File: src/rtl/conv2d_engine.sv
// Zero-padded same-size 2D convolution engine over a single-outstanding read port and a posted write port.
// Build option: define CONV_RELU_EN to clamp negative results to zero before they are written.
module conv2d_engine #(
  parameter int DWIDTH = 32,
  parameter int AWIDTH = 32,
  parameter int WT_DIM = 3
) (
  input  logic              clk,
  input  logic              rst,
  input  logic              conv_start_i,
  input  logic              conv_rst_i,
  input  logic [AWIDTH-1:0] conv_ifm_offset_i,
  input  logic [AWIDTH-1:0] conv_ofm_offset_i,
  input  logic [AWIDTH-1:0] conv_wt_offset_i,
  input  logic [31:0]       conv_fm_dim_i,
  output logic              conv_idle_o,
  output logic              conv_done_o,
  output logic              rd_req_valid_o,
  input  logic              rd_req_ready_i,
  output logic [AWIDTH-1:0] rd_req_addr_o,
  input  logic              rd_resp_valid_i,
  input  logic [DWIDTH-1:0] rd_resp_data_i,
  output logic              wr_req_valid_o,
  input  logic              wr_req_ready_i,
  output logic [AWIDTH-1:0] wr_req_addr_o,
  output logic [DWIDTH-1:0] wr_req_data_o
);

  localparam int NTAP = WT_DIM * WT_DIM;
  localparam int PAD  = WT_DIM / 2;
  localparam int KW   = $clog2(NTAP + 1);
  localparam int TW   = $clog2(WT_DIM + 1);

  localparam logic [2:0] S_IDLE    = 3'd0;
  localparam logic [2:0] S_LOAD_WT = 3'd1;
  localparam logic [2:0] S_TAP     = 3'd2;
  localparam logic [2:0] S_WRITE   = 3'd3;
  localparam logic [2:0] S_DONE    = 3'd4;

  logic [2:0]        state_q, state_d;
  logic [AWIDTH-1:0] ifm_q, ifm_d, ofm_q, ofm_d, wt_q, wt_d;
  logic [15:0]       dim_q, dim_d, r_q, r_d, c_q, c_d;
  logic [TW-1:0]     ky_q, ky_d, kx_q, kx_d;
  logic [KW-1:0]     k_q, k_d;
  logic [DWIDTH-1:0] acc_q, acc_d;
  logic              wait_q, wait_d, stale_q, stale_d;
  logic [DWIDTH-1:0] w_q [NTAP];

  logic [17:0] iy, ix;
  logic        inb, rd_fire, resp, last_tap, w_we;
  logic        unused_dim_hi;

  assign unused_dim_hi = ^conv_fm_dim_i[31:16];

  assign iy  = 18'(r_q) + 18'(ky_q) - 18'(PAD);
  assign ix  = 18'(c_q) + 18'(kx_q) - 18'(PAD);
  assign inb = !iy[17] && !ix[17] && (iy[16:0] < 17'(dim_q)) && (ix[16:0] < 17'(dim_q));

  // A stale response left over from an abort must drain before any new request goes out.
  assign rd_req_valid_o = !wait_q && !stale_q &&
                          ((state_q == S_LOAD_WT) || ((state_q == S_TAP) && inb));
  assign rd_req_addr_o  = (state_q == S_LOAD_WT) ? wt_q + (AWIDTH'(k_q) << 2) :
                          ifm_q + ((AWIDTH'(iy[15:0]) * AWIDTH'(dim_q) + AWIDTH'(ix[15:0])) << 2);
  assign rd_fire  = rd_req_valid_o && rd_req_ready_i;
  assign resp     = wait_q && rd_resp_valid_i;
  assign last_tap = (k_q == KW'(NTAP - 1));
  assign w_we     = (state_q == S_LOAD_WT) && resp;

  assign conv_idle_o    = (state_q == S_IDLE);
  assign conv_done_o    = (state_q == S_DONE);
  assign wr_req_valid_o = (state_q == S_WRITE);
  assign wr_req_addr_o  = ofm_q + ((AWIDTH'(r_q) * AWIDTH'(dim_q) + AWIDTH'(c_q)) << 2);
`ifdef CONV_RELU_EN
  assign wr_req_data_o  = acc_q[DWIDTH-1] ? '0 : acc_q;
`else
  assign wr_req_data_o  = acc_q;
`endif

  always_comb begin
    state_d = state_q;
    ifm_d   = ifm_q;
    ofm_d   = ofm_q;
    wt_d    = wt_q;
    dim_d   = dim_q;
    r_d     = r_q;
    c_d     = c_q;
    ky_d    = ky_q;
    kx_d    = kx_q;
    k_d     = k_q;
    acc_d   = acc_q;
    wait_d  = (wait_q && !rd_resp_valid_i) || rd_fire;
    stale_d = stale_q && !rd_resp_valid_i;
    case (state_q)
      S_IDLE: begin
        if (conv_start_i) begin
          ifm_d   = conv_ifm_offset_i;
          ofm_d   = conv_ofm_offset_i;
          wt_d    = conv_wt_offset_i;
          dim_d   = conv_fm_dim_i[15:0];
          r_d     = '0;
          c_d     = '0;
          ky_d    = '0;
          kx_d    = '0;
          k_d     = '0;
          acc_d   = '0;
          state_d = (conv_fm_dim_i[15:0] == 16'd0) ? S_DONE : S_LOAD_WT;
        end
      end
      S_LOAD_WT: begin
        if (resp) begin
          k_d = last_tap ? '0 : k_q + KW'(1);
          if (last_tap) state_d = S_TAP;
        end
      end
      S_TAP: begin
        // Out-of-bounds taps retire in one cycle; in-bounds ones wait for their operand.
        if (!inb || resp) begin
          if (inb) acc_d = acc_q + rd_resp_data_i * w_q[k_q];
          if (last_tap) begin
            k_d     = '0;
            ky_d    = '0;
            kx_d    = '0;
            state_d = S_WRITE;
          end else begin
            k_d = k_q + KW'(1);
            if (kx_q == TW'(WT_DIM - 1)) begin
              kx_d = '0;
              ky_d = ky_q + TW'(1);
            end else begin
              kx_d = kx_q + TW'(1);
            end
          end
        end
      end
      S_WRITE: begin
        if (wr_req_ready_i) begin
          acc_d   = '0;
          state_d = S_TAP;
          if (c_q == dim_q - 16'd1) begin
            c_d = '0;
            if (r_q == dim_q - 16'd1) state_d = S_DONE;
            else r_d = r_q + 16'd1;
          end else begin
            c_d = c_q + 16'd1;
          end
        end
      end
      S_DONE:  state_d = S_IDLE;
      default: state_d = S_IDLE;
    endcase
    if (conv_rst_i) begin
      state_d = S_IDLE;
      wait_d  = 1'b0;
      stale_d = ((stale_q || wait_q) && !rd_resp_valid_i) || rd_fire;
    end
  end

  always_ff @(posedge clk or negedge rst) begin
    if (!rst) begin
      state_q <= S_IDLE;
      ifm_q   <= '0;
      ofm_q   <= '0;
      wt_q    <= '0;
      dim_q   <= '0;
      r_q     <= '0;
      c_q     <= '0;
      ky_q    <= '0;
      kx_q    <= '0;
      k_q     <= '0;
      acc_q   <= '0;
      wait_q  <= 1'b0;
      stale_q <= 1'b0;
    end else begin
      state_q <= state_d;
      ifm_q   <= ifm_d;
      ofm_q   <= ofm_d;
      wt_q    <= wt_d;
      dim_q   <= dim_d;
      r_q     <= r_d;
      c_q     <= c_d;
      ky_q    <= ky_d;
      kx_q    <= kx_d;
      k_q     <= k_d;
      acc_q   <= acc_d;
      wait_q  <= wait_d;
      stale_q <= stale_d;
    end
  end

  for (genvar gi = 0; gi < NTAP; gi++) begin : g_wt
    always_ff @(posedge clk or negedge rst) begin
      if (!rst) w_q[gi] <= '0;
      else if (w_we && (k_q == KW'(gi))) w_q[gi] <= rd_resp_data_i;
    end
  end

endmodule

File: config.mk
export PLATFORM = sky130hd
export DESIGN_NAME = conv2d_engine
export DESIGN_NICKNAME = d
export VERILOG_FILES = /design/src/rtl/conv2d_engine.sv
export SDC_FILE = /design/constraint.sdc
export NUM_CORES = 2
export LEC_CHECK = 0
export CORE_MARGIN = 1
export CORE_UTILIZATION = 51
export CTS_CLUSTER_DIAMETER = 60
export DETAILED_ROUTE_END_ITERATION = 6
export GPL_TIMING_DRIVEN = 0
export PLACE_DENSITY = 0.69
export SLEW_MARGIN = 20
export SYNTH_ARGS = -nofsm -noshare
export SYNTH_HDL_FRONTEND = slang
export SYNTH_SLANG_ARGS = --single-unit
export TNS_END_PERCENT = 5
File: constraint.sdc
create_clock -name clk -period 12.43 [get_ports clk]
set_clock_uncertainty 0.2 [all_clocks]
set_input_delay 1.243 -clock clk [delete_from_list [all_inputs] [get_ports clk]]
set_output_delay 1.243 -clock clk [all_outputs]
set_load 0.01 [all_outputs]
==> impl_metrics.ini <==
[global_route]
antenna_found_initial = 12
grt_max_degree = 90
grt.total_usage_pct = 32.73
grt_pass1_vias = 50490
grt_pass1_wl_mm = 296.8
globalRouteOverflowTotal = 0

[place]
pre_cts_ws_ns = -2.291
dp.cells = 8313
finalWeightedCongestion = 0.9944
port-buffer-count = 240
placed_area_sq_um = 65380
dp_hpwl_mm = 153.3

[route]
via_per_inst = 5.717
drc = 0
ant_nets = 0
wl_per_cell_um = 22.94
vias = 48500
routed_wl_mm = 194.6
drt_iter0_drc = 4329
drt_first_pass_iters = 6

[logic_synthesis]
yosysSeqAreaShare_pct = 19.61
ys_types = 89
yosys.area.top_type = fa_1
yosysTopAreaCellShare_pct = 28.31
ys_async_sr_fraction_pct = 100.0
synthFlopType = dfrtp_1
syn_inst = 6531
avgSynthCellArea_sq_um = 9.321
synth_edf_count = 0
synthTopCellsByArea = fa_1 (28%), dfrtp_1 (20%), ha_1 (10%), nand2_1 (7.4%), inv_1 (6.7%)
ys_seq_elements = 477
mappedNetlistNets = 8052
ys_warn_count = 0
synth_area_sq_um = 60880

[sta]
setup_ws_ns = 0.2223
slew_headroom_pct = 19.79
final_hold_viol_count = 0
worst_pin_slew_ns = 1.203
post-route-period-util_pct = 98.21
fin_hold_ws_ns = 0.2057
setup_viol = 0
rsz0062_at_grt = true
fin_crit_ns = 12.21
maxSlewViolCount = 0
max_freq_mhz = 81.92

[critical_path]
cp_common_cell = inv_1
endpoint_kind = primary output
cp-start-kind = flop
crit_buf_inv = 9
timing.critical_path.arrival_ns = 10.76
slowest_delay_ns = 0.75
cp_data_required_time_ns = 10.99
crit_family = compound AO/OA/AOI/OAI gates
cp_max_fo = 11
crit_path_top_delay_cell = a21oi_1
crit_type = flop to primary output

[clock_network]
clock_latency_ns = 0.71
numCtsBuffers = 67
tritoncts = built
clock-sinks = 477
root_buffer = clkbuf_16
clkTransAtPathRegs_ns = 0.06
cts.path.max_buffers = 3
htreeDepth = 3

[finish]
final_layout_size_suffix_gt1_share_pct = 10.04
nets = 8411
final_area_sq_um = 68860
final_cell_mix = nand2_1 (1196), inv_1 (1080), fa_1 (857)
syn_to_final_growth_pct = 13.11
stdcell_count = 8484
layout_commonest_cell = nand2_1

[floorplan]
core-area_sq_um = 118200
die_w_um = 347.5
boundaryPins = 267
fp.dieH_um = 347.5
dieArea_sq_um = 120800
start_util_pct = 51.49
num_rows = 126

[outcome]
status = complete, no violations

[flow_run]
cap_violations = 0

[hold_path]
hold_path.class = primary input to async pin
flip-flops by register name (all words and copies together), names as in the netlist:
register,cells
c_q,16
state_q,3
kx_q,2
ofm_q,32
wt_q,32
ifm_q,32
stale_q,1
k_q,4
wr_req_data_o,32
ky_q,2
w_q,288
dim_q,16
wait_q,1
r_q,16
metrics by stage:
step	util, %	setup TNS (ns)
detailed placement	55.29	-17.65
global route	58.23	-0.1587
global placement	55.14	-5866.51
floorplan	-	0
CTS	57.80	-0.1645
finish	58.24	0
cells in the mapped netlist (all sizes together) (34+ instances only):
master,n
mux2i,49
and2,189
dfrtp,477
fa,861
nor2,249
xnor2,209
nand2,1196
o21ai,189
mux2,320
clkbuf,239
nand2b,34
ha,493
nand3,67
a21o,72
inv,1091
xor2,69
buf,91
a21oi,176
final cells by class:
type	count	area (sq um)
diodes	5	12.51
plain buffers	327	1471
clock buffers	87	1862
clock inverters	35	505.5
fillers	10340	49380
inverters	1103	4169
multi-input cells	4621	44000
flip-flops and latches	477	11940
well taps	1536	1922
repair buffers	293	2969
logic make-up (layout without fill, tap and decap cells):
| kind of cell | after synthesis | count (layout) | synth area share (%) |
|---|---|---|---|
| xor+xnor | 291 | 291 | 4.481 |
| compound gates | 679 | 679 | 7.064 |
| other cells | 0 | 5 | 0 |
| mux | 395 | 395 | 7.687 |
| buf+inv | 1433 | 1845 | 9.058 |
| flops | 477 | 477 | 19.61 |
| simple gates | 1902 | 1902 | 13.66 |
| fa+ha+maj | 1354 | 1354 | 38.45 |
path summary, 6_finish.rpt:
| check | start | cells past startpoint | endpoint | slack (ns) |
|---|---|---|---|---|
| max in group asynchronous | rst | 3 | w_q[23] | 10.68 |
| max reg2reg | k_q[2] | 35 | wr_req_data_o[31] | 0.81 |
| min in group clk | ofm_q[16] | 2 | ofm_q[16] | 0.28 |
| min | rst | 1 | ifm_q[4] | 0.21 |
| max | r_q[4] | 40 | rd_req_addr_o[31] | 0.22 |
| min reg2reg | ofm_q[16] | 2 | ofm_q[16] | 0.28 |
per-layer routing:
metal	routed length (um)	track usage [%]	vias up	part of all wire [%]
met5	71	0	-	0.036
met3	18660	7.620	535	9.6
met4	11040	15.95	10	5.7
li1	-	-	21180	-
met2	90670	53.38	2225	47
met1	74150	40.98	24550	38
repair_timing:
action,in CTS,in global routing
resized for setup,97,88
endpoints found under the setup margin,18,16
pin swaps,22,69
buffers inserted,27,20
hold buffers,0,0
Power is not shown: default switching activity piles up to over one toggle a cycle in this logic, so the estimate is an artifact.
